$ cat src/rtl/tree_compare_solver.sv
// tree_compare_solver
// Finds the unsigned minimum of a default value and every qualified channel
// value. The channels are reduced by a balanced binary tree, and the tree
// root is then compared against the default value.
//
// Build option:
//   TREE_COMPARE_SOLVER_REGISTERED_OUTPUT_EN
//     undefined -> result is combinational (zero latency, clk/reset unused)
//     defined   -> result is registered on clk, 1-cycle latency, and a
//                  synchronous active-high reset clears it to 0
module tree_compare_solver #(
    parameter int DATA_WIDTH    = 8,
    parameter int CHANNEL_COUNT = 4
) (
    input  logic                                clk,
    input  logic                                reset,
    input  logic [DATA_WIDTH-1:0]               default_value,
    input  logic [DATA_WIDTH*CHANNEL_COUNT-1:0] values,
    input  logic [CHANNEL_COUNT-1:0]            valids,
    output logic [DATA_WIDTH-1:0]               result
);

    localparam int LEVELS = $clog2(CHANNEL_COUNT);

    // Number of nodes at a given tree level. An odd node count at one level
    // leaves a lone node that passes straight up, which gives the rounding up.
    function automatic int nodeCount(input int level);
        int count;
        count = CHANNEL_COUNT;
        for (int k = 0; k < level; k++) begin
            count = (count + 1) / 2;
        end
        return count;
    endfunction

    logic [DATA_WIDTH-1:0] rootValue;
    logic                  rootValid;
    logic [DATA_WIDTH-1:0] result_d;

    // Level 0 holds the leaves. Each higher level pairs up the nodes of the
    // level below it. Invalid nodes always carry a value of zero, so an X on
    // an unqualified channel can never reach the output.
    for (genvar l = 0; l <= LEVELS; l++) begin : g_level
        localparam int COUNT = nodeCount(l);

        logic [DATA_WIDTH-1:0] nodeValue [COUNT];
        logic                  nodeValid [COUNT];

        for (genvar j = 0; j < COUNT; j++) begin : g_node
            if (l == 0) begin : g_leaf
                assign nodeValid[j] = valids[j];
                assign nodeValue[j] = valids[j] ? values[j*DATA_WIDTH +: DATA_WIDTH]
                                                : '0;
            end else if (2*j + 1 < nodeCount(l - 1)) begin : g_pair
                logic [DATA_WIDTH-1:0] leftValue;
                logic [DATA_WIDTH-1:0] rightValue;
                logic                  leftValid;
                logic                  rightValid;

                assign leftValue  = g_level[l-1].nodeValue[2*j];
                assign rightValue = g_level[l-1].nodeValue[2*j + 1];
                assign leftValid  = g_level[l-1].nodeValid[2*j];
                assign rightValid = g_level[l-1].nodeValid[2*j + 1];

                // The right (higher-index) child wins only when it is valid and
                // strictly lower. Otherwise the left child is kept, so ties go to
                // the lower channel.
                assign nodeValid[j] = leftValid | rightValid;
                assign nodeValue[j] = (rightValid && (!leftValid || (rightValue < leftValue)))
                                      ? rightValue : leftValue;
            end else begin : g_pass
                assign nodeValid[j] = g_level[l-1].nodeValid[2*j];
                assign nodeValue[j] = g_level[l-1].nodeValue[2*j];
            end
        end
    end

    assign rootValue = g_level[LEVELS].nodeValue[0];
    assign rootValid = g_level[LEVELS].nodeValid[0];

    // Final stage: the default value wins unless a valid root is strictly lower.
    always_comb begin
        result_d = default_value;
        if (rootValid && (rootValue < default_value)) begin
            result_d = rootValue;
        end
    end

`ifdef TREE_COMPARE_SOLVER_REGISTERED_OUTPUT_EN
    logic [DATA_WIDTH-1:0] result_q;

    // Register the minimum. Reset clears the output to zero.
    always_ff @(posedge clk) begin
        if (reset) begin
            result_q <= '0;
        end else begin
            result_q <= result_d;
        end
    end

    assign result = result_q;
`else
    logic unusedClockReset;

    assign unusedClockReset = clk ^ reset;
    assign result           = result_d;
`endif

endmodule

$ cat config.mk
export PLATFORM = sky130hd
export DESIGN_NAME = tree_compare_solver
export DESIGN_NICKNAME = d
export VERILOG_FILES = /design/src/rtl/tree_compare_solver.sv
export SDC_FILE = /design/constraint.sdc
export NUM_CORES = 1
export LEC_CHECK = 0
export ABC_AREA = 1
export CAP_MARGIN = 5
export CORE_MARGIN = 2
export CORE_UTILIZATION = 41
export DETAILED_ROUTE_END_ITERATION = 7
export PLACE_DENSITY_LB_ADDON = 0.25
export SLEW_MARGIN = 20
export SYNTH_ARGS = -nofsm -noshare
export SYNTH_HDL_FRONTEND = slang
export SYNTH_SLANG_ARGS = --single-unit
$ cat constraint.sdc
create_clock -name vclk -period 28.7
set_input_delay 8.61 -clock vclk [all_inputs]
set_output_delay 8.61 -clock vclk [all_outputs]
set_load 0.05 [all_outputs]
# After elaboration in Yosys (flattened, before gate mapping)
# Cells that the tools add are included.
dict set report classes {
  bitwise 3
  n_reduce_logical 10
  muxes 8
  n_lt_le_gt_ge 4
}
# operator count
set op_table {}
lappend op_table {{$mux 8} 8}
lappend op_table {{$lt 8x8->1} 4}
lappend op_table {{$logic_and 1x1->1} 4}
lappend op_table {{$logic_not 1->1} 3}
lappend op_table {{$logic_or 1x1->1} 3}
lappend op_table {{$or 1x1->1} 3}
dict set report totals {
  inputBits 46
  output_inout_bits 8
  word_cells 25
  register_bits 0
}

# Depth between registers and ports, before layout
# Gate-level depths: netlist (run 1).
dict set report logic_depth {
  word_depth 12
  depth_mapped 37
  ltp_nobuf 34
}

# Least setup slack after synthesis (run 1)
# No wires, ideal clock.
dict set report synth_path {
  path_type {input to output}
  start {input port valids[2]}
  end {output port result[2]}
  path_stages 28
  slack_ns 7.578
  t_arrival_ns 12.512
  path_buffers 4
  required_ns 20.090
  path_cell_list {clkbuf_1 nand2_1 ha_1 a21oi_1 nor2_1 a211oi_1 nand2_1 nand2_1 nand2_1 clkbuf_1 a21oi_1 ha_1 a21oi_1 nor2_1 a211oi_1 nand2_1 nand2_2 nand2_2 inv_2 buf_4 nand2_1 o21ai_0 ha_1 a21oi_1 o2111a_1 buf_4 nand3_1 nand2_1}
}
dict set report synth_between {
  elab_chain_cells 12
  word_cells_on_any_way 15
  classes_between {order compare (3); mux (4); bitwise (2); reduce/logical (6)}
}
# element line_no
set synth_lines {}
lappend synth_lines {{from (decl)} 19} ;# input logic [CHANNEL_COUNT-1:0] valids,
lappend synth_lines {{$mux 8} 52} ;# assign nodeValue[j] = valids[j] ? values[j*DATA_WIDTH +: DATA_WIDTH]
lappend synth_lines {{$lt 8x8->1} 69} ;# assign nodeValue[j] = (rightValid && (!leftValid || (rightValue < leftValue)))
lappend synth_lines {{$logic_or 1x1->1} 69}
lappend synth_lines {{$logic_and 1x1->1} 69}
lappend synth_lines {{$mux 8} 70} ;# ? rightValue : leftValue;
lappend synth_lines {{$lt 8x8->1} 69}
lappend synth_lines {{$logic_or 1x1->1} 69}
lappend synth_lines {{$logic_and 1x1->1} 69}
lappend synth_lines {{$mux 8} 70}
lappend synth_lines {{$lt 8x8->1} 84} ;# if (rootValid && (rootValue < default_value)) begin
lappend synth_lines {{$logic_and 1x1->1} 84}
lappend synth_lines {{$mux 8 (*)} 84}
lappend synth_lines {{to (decl)} 20} ;# output logic [DATA_WIDTH-1:0] result
# Every way passes the cells marked *; elsewhere a longest branch is shown, timed or not.

# Worst setup path in the final report (run 1)
dict set report layout_path {
  start {input port valids[2]}
  end {output port result[0]}
}
# The elaborated chain is that of the path after synthesis.

==> out/results.md, run 1 <==
| Group | Metric | Reported |
|---|---|---|
| outcome | Outcome | finished clean |
| routing | Routed length per instance | 8.757 um |
| timing | Count of pins over their slew limit | 0 |
| cells and area | Layout-stage area growth over the synthesis result | 40.13% |
| die | Die Outline Area | 3670 um^2 |
| pwr | Share of power burned in the clock network | 0 |
| cells and area | CLK BUF | 0 |
| clocking | Number of cells upsized or downsized after cts | 0 |
| timing | Max Freq | 44.33 MHz |
| cells and area | ANT cells | 0 |
| timing | Hold Slack | 18.43 ns |
| cells and area | Sequential cell area | 0 um^2 |
| setup path | Crit-path max FO | 15 |
| global routing | Number of global-route vias before repair | 1383 |
| global routing | Maximum number of pins on one net before global-route repair | 16 |
| clocking | Post-CTS setup repair buffer count | 0 |
| yosys | Proportion of netlist area held by the largest area contributor | 0.2974 |
| pwr | Switching power summed over all nets | 0.03721 mW |
| die | Effective utilization at floorplan | 0.4299 |
| yosys | Post-synthesis average cell area | 5.271 um^2 |
| routing | Number of DRC markers in iteration 0 | 50 |
| global routing | Global Route Usage Sum | 0.1699 |
| timing | Setup repair after global routing missed its margin | false |
| placement | Routability-driven placement congestion ratio | 0.8239 |
| routing | Post-detailed-route DRC marker count | 0 |
| routing | Final WL | 2951 um |
| routing | Number of vias per cell | 4.694 |
| run | Maximum capacitance violations | 0 |
| pwr | Pint | 0.02376 mW |
| routing | Post-route ant nets | 0 |
| yosys | Number of library cell types mapped by synthesis | 18 |
| pwr | Leakage power | 1.052 nW |
| routing | Total via count in the routed design | 1582 |
| setup path | Arr. time, crit path | 13.95 ns |
| timing | Clock period minus final worst setup slack | 22.56 ns |
| timing | Worst slew margin | 0.6678 |
| cells and area | Share of layout cells above drive strength 1 | 0.04437 |
| yosys | Total nets after synthesis | 322 |
| timing | Period utilization | 0.7860 |
| clocking | Hold buffer count at CTS | 0 |
| setup path | Required time of the worst setup path | 20.09 ns |
| placement | Estimated wirelength of the detail-placed design | 2636 um |
| cells and area | Number of nets in the final layout | 368 |
| pwr | Sw Share | 0.6104 |
| pwr | Reg power frac | 0 |
| die | Die Wd | 60.58 um |
| cells and area | Sequential cell count of the final layout | 0 |
| setup path | Element type at the critical path start | primary input |
| timing | Final setup violation count | 0 |
| yosys | Post-Synthesis Cells | 249 |
| pwr | Pwr Density | 33.15 nW/um^2 |
| global routing | Congestion Overflow GR | 0 |
| yosys | Synth area leader | sky130_fd_sc_hd__nand2_1 |
| setup path | Critical path start-end classification | in2out |
| routing | DR pass1 iterations | 4 |
| yosys | Count of warnings emitted by yosys | 0 |
| die | Core area | 3053 um^2 |
| yosys | Syn Std Cell Area | 1313 um^2 |
| timing | Setup_tns | 0 ns |
| timing | Final hold vios | 0 |
| pwr | Worst voltage drop across the vdd grid | 0.01502 mV |
| global routing | Global-route wire length before repair | 5133 um |
| die | Die H | 60.58 um |
| yosys | Share of the yosys chip area belonging to registers | 0 |
| min path | HP Class | in2out |
| pwr | Part of the total power dissipated in combinational logic | 1.000 |
| placement | Port Buffer Count | 52 |
| setup path | Type of destination of the critical path | output pin |
| yosys | Synth area leaders | sky130_fd_sc_hd__nand2_1, sky130_fd_sc_hd__ha_1, sky130_fd_sc_hd__inv_1, sky130_fd_sc_hd__nand3_1, sky130_fd_sc_hd__o21ai_0 |
| global routing | Initial antenna violation count | 0 |
| timing | Slew at the pin with the worst max-slew slack | 0.4968 ns |
| die | Standard-cell rows | 20 |
| die | I/O pin count | 54 |
## worst paths after layout
path	depth (start not counted)	start	slack, ns	endpoint
worst max-delay path	27	valids[2]	6.14	result[0]
worst min-delay path	4	default_value[3]	18.43	result[3]
## Yosys cell counts, types with 2 or more instances
library cell,instances
sky130_fd_sc_hd__a211oi_1,3
sky130_fd_sc_hd__a21oi_1,13
sky130_fd_sc_hd__buf_4,3
sky130_fd_sc_hd__clkbuf_1,4
sky130_fd_sc_hd__ha_1,27
sky130_fd_sc_hd__inv_1,32
sky130_fd_sc_hd__inv_2,3
sky130_fd_sc_hd__nand2_1,104
sky130_fd_sc_hd__nand2_2,5
sky130_fd_sc_hd__nand2_4,3
sky130_fd_sc_hd__nand3_1,17
sky130_fd_sc_hd__nor2_1,15
sky130_fd_sc_hd__o21ai_0,14
sky130_fd_sc_hd__or2_2,2
## metal layers
metal | track usage | vias up | wire [um]
li1 | - | 880 | -
met1 | 0.2194 | 672 | 1396
met2 | 0.3333 | 30 | 1470
met3 | 0.002132 | 0 | 84
met4 | 0 | 0 | 0
met5 | 0 | - | 0
## layout by cell type (no fill, tap or decap)
master	n
sky130_fd_sc_hd__o21ai_0	14
sky130_fd_sc_hd__nand2_2	5
sky130_fd_sc_hd__mux2i_1	1
sky130_fd_sc_hd__ha_1	27
sky130_fd_sc_hd__inv_2	3
sky130_fd_sc_hd__nor2_1	15
sky130_fd_sc_hd__nand2_1	104
sky130_fd_sc_hd__clkdlybuf4s50_1	52
sky130_fd_sc_hd__inv_1	32
sky130_fd_sc_hd__nand4_1	1
sky130_fd_sc_hd__nand3_1	17
sky130_fd_sc_hd__a211oi_1	3
sky130_fd_sc_hd__or2_2	2
sky130_fd_sc_hd__a21oi_1	13
sky130_fd_sc_hd__nand2_4	3
sky130_fd_sc_hd__o2111a_1	1
## worst max-delay path, stage by stage
cell and delay [ns]:
sky130_fd_sc_hd__clkdlybuf4s50_1 0.70, sky130_fd_sc_hd__nand2_1 0.14, sky130_fd_sc_hd__ha_1 0.31, sky130_fd_sc_hd__a21oi_1 0.15
sky130_fd_sc_hd__nor2_1 0.06, sky130_fd_sc_hd__a211oi_1 0.16, sky130_fd_sc_hd__nand2_1 0.08, sky130_fd_sc_hd__nand2_1 0.07
sky130_fd_sc_hd__nand2_1 0.27, sky130_fd_sc_hd__nor2_1 0.17, sky130_fd_sc_hd__a21oi_1 0.08, sky130_fd_sc_hd__ha_1 0.34
sky130_fd_sc_hd__a21oi_1 0.13, sky130_fd_sc_hd__nor2_1 0.06, sky130_fd_sc_hd__a211oi_1 0.16, sky130_fd_sc_hd__nand2_1 0.09
sky130_fd_sc_hd__nand2_2 0.07, sky130_fd_sc_hd__nand2_2 0.06, sky130_fd_sc_hd__inv_2 0.16, sky130_fd_sc_hd__nand2_1 0.06
sky130_fd_sc_hd__o21ai_0 0.12, sky130_fd_sc_hd__ha_1 0.32, sky130_fd_sc_hd__a21oi_1 0.15, sky130_fd_sc_hd__o2111a_1 0.41
sky130_fd_sc_hd__nand3_1 0.14, sky130_fd_sc_hd__nand2_1 0.08, sky130_fd_sc_hd__clkdlybuf4s50_1 0.79
## final cells by class
type / count / area [um^2]
inverters: 35 / 131.4
repair buffers: 52 / 520.5
well taps: 44 / 55.05
multi-input cells: 206 / 1132
fillers: 326 / 1214
## logic make-up after synthesis
group	share of synthesized area
adder cells (fa/ha/maj)	0.2574
multiplexers	0.007627
AO/OA/AOI/OAI	0.1287
AND/OR/NAND/NOR	0.4690
buffers and inverters	0.1373
## through the flow
| stage | instance area [um^2] | utilization | cells | total power [mW] | setup slack [ns] |
|---|---|---|---|---|---|
| final | 1839 | 0.6025 | 337 | 0.06097 | 6.141 |
| after global routing | 1839 | 0.6025 | 337 | 0.06823 | 5.500 |
| after CTS | 1839 | 0.6025 | 337 | 0.06155 | 6.133 |
| after detailed placement | 1839 | 0.6025 | 337 | 0.06135 | 6.152 |
| after global placement | 1839 | 0.6025 | 337 | 0.06065 | 6.107 |
| after floorplan | 1313 | - | 249 | 0.04354 | 7.578 |
## power groups by stage
stage	Sequential [mW]	Combinational, mW	Clock [mW]
finish	0	0.0610	0
global route	0	0.0682	0
CTS	0	0.0615	0
detailed placement	0	0.0613	0
global placement	0	0.0606	0
floorplan	0	0.0435	0
(Power assumes the default switching activity.)
==> run 2, diff against run 1 <==
==> constraint.sdc (replaced) <==
create_clock -name vclk -period 19.3
set_input_delay 5.79 -clock vclk [all_inputs]
set_output_delay 5.79 -clock vclk [all_outputs]
set_load 0.05 [all_outputs]
==> out/results.md, run 2 (synthesized netlist as in run 1, its figures left out) <==
| Group | Metric | Reported |
|---|---|---|
| routing | Post-route ant nets | 0 |
| setup path | Required time of the worst setup path | 13.51 ns |
| pwr | Leakage power | 1.052 nW |
| die | Die Wd | 60.58 um |
| setup path | Critical path startpoint | valids[2] |
| outcome | Outcome | finished clean |
| min path | Endpoint of the worst hold path | result[3] |
| setup path | Buffering stage count on the worst path with inverters included | 3 |
| cells and area | Sequential cell area | 0 um^2 |
| setup path | Most used cell along the critical path | sky130_fd_sc_hd__nand2_1 |
| cells and area | Number of nets in the final layout | 368 |
| setup path | Critical path start-end classification | in2out |
| setup path | Element type at the critical path start | primary input |
| setup path | Arr. time, crit path | 11.13 ns |
| timing | Slew at the pin with the worst max-slew slack | 0.4968 ns |
| clocking | Number of cells upsized or downsized after cts | 0 |
| routing | DR pass1 iterations | 4 |
| die | Effective utilization at floorplan | 0.4299 |
| cells and area | Commonest cells after routing, fill and taps aside | sky130_fd_sc_hd__nand2_1, sky130_fd_sc_hd__clkdlybuf4s50_1, sky130_fd_sc_hd__inv_1, sky130_fd_sc_hd__ha_1, sky130_fd_sc_hd__nand3_1 |
| pwr | Worst voltage drop across the vdd grid | 0.02199 mV |
| timing | Clock period minus final worst setup slack | 16.92 ns |
| timing | Worst slew margin | 0.6678 |
| setup path | Cell at the slowest stage of the critical path | sky130_fd_sc_hd__clkdlybuf4s50_1 |
| cells and area | Share of layout cells above drive strength 1 | 0.04437 |
| routing | Final WL | 2909 um |
| global routing | Initial antenna violation count | 0 |
| cells and area | ANT cells | 0 |
| routing | Total via count in the routed design | 1571 |
| min path | Number of cells on the worst hold path | 4 |
| cells and area | CLK BUF | 0 |
| cells and area | Most common cell after layout, fill and taps aside | sky130_fd_sc_hd__nand2_1 |
| die | Die Outline Area | 3670 um^2 |
| timing | Hold Slack | 12.79 ns |
| timing | Final hold vios | 0 |
| global routing | Global Route Usage Sum | 0.1651 |
| setup path | Biggest cell delay along the critical path | 0.79 ns |
| clocking | Hold buffer count at CTS | 0 |
| global routing | Maximum number of pins on one net before global-route repair | 16 |
| timing | Final setup violation count | 0 |
| setup path | Crit-path max FO | 15 |
| cells and area | Sequential cell count of the final layout | 0 |
| routing | Post-detailed-route DRC marker count | 0 |
| global routing | Congestion Overflow GR | 0 |
| routing | Routed length per instance | 8.632 um |
| die | Die H | 60.58 um |
| placement | Estimated wirelength of the detail-placed design | 2615 um |
| placement | Port Buffer Count | 52 |
| cells and area | Area taken by multi-input logic gates | 1132 um^2 |
| cells and area | Count of fill cells added during filler insertion | 333 |
| min path | Start point of the worst min-delay path | default_value[3] |
| timing | Count of pins over their slew limit | 0 |
| timing | Period utilization | 0.8769 |
| timing | Max Freq | 59.09 MHz |
| clocking | Post-CTS setup repair buffer count | 0 |
| min path | HP Class | in2out |
| global routing | Global-route wire length before repair | 4981 um |
| die | I/O pin count | 54 |
| placement | Routability-driven placement congestion ratio | 0.8239 |
| run | Maximum capacitance violations | 0 |
| cells and area | Final core occ | 0.6025 |
| pwr | Pwr Density | 49.31 nW/um^2 |
| die | Core area | 3053 um^2 |
| setup path | Largest delay contributor family on the critical path | buffers and inverters |
| timing | Setup_tns | 0 ns |
| routing | Number of vias per cell | 4.662 |
| routing | Number of DRC markers in iteration 0 | 58 |
| timing | Setup repair after global routing missed its margin | false |
| die | Standard-cell rows | 20 |
| cells and area | Layout-stage area growth over the synthesis result | 40.13% |
| global routing | Number of global-route vias before repair | 1363 |
| setup path | Type of destination of the critical path | output pin |
==> run 2: cell counts in the layout (fill, tap and decap cells not counted) <==
No cell type changed its count.
==> run 2: stage by stage <==
| step | setup slack (ns) | std cells | power [mW] | area [um^2] |
|---|---|---|---|---|
| global route | 1.762 | 337 | 0.1011 | 1839 |
| CTS | 2.367 | 337 | 0.09154 | 1839 |
| floorplan | 3.818 | 249 | 0.06474 | 1313 |
| detailed placement | 2.389 | 337 | 0.09123 | 1839 |
| global placement | 2.347 | 337 | 0.09018 | 1839 |
| finish | 2.377 | 337 | 0.09069 | 1839 |
==> run 2: power by group <==
group	switching (mW)	leakage, nW	internal, mW	total, mW
registers	0	0	0	0
clock network	0	0	0	0
logic	0.0553	1.05	0.0354	0.0907
total	0.0553	1.05	0.0354	0.0907
==> run 2: worst max path at each step <==
stage,to,slack (ns),cells past startpoint
after CTS,result[0],2.37,27
final,result[0],2.38,27
after floorplan,result[2],3.82,28
after global routing,result[0],1.76,27
after detailed placement,result[0],2.39,27
after global placement,result[0],2.35,27
==> run 2: area by class of cell <==
cell class         instances  area share
inverters                 35     0.07143
multi-input cells        206      0.6156
well taps                 44     0.02993
repair buffers            52      0.2830
==> run 2: routing by layer <==
metal	track usage	wire (um)	vias up
li1	-	-	882
met1	0.2168	1368	662
met2	0.3210	1446	27
met3	0	95	0
met4	0	0	0
met5	0	0	-
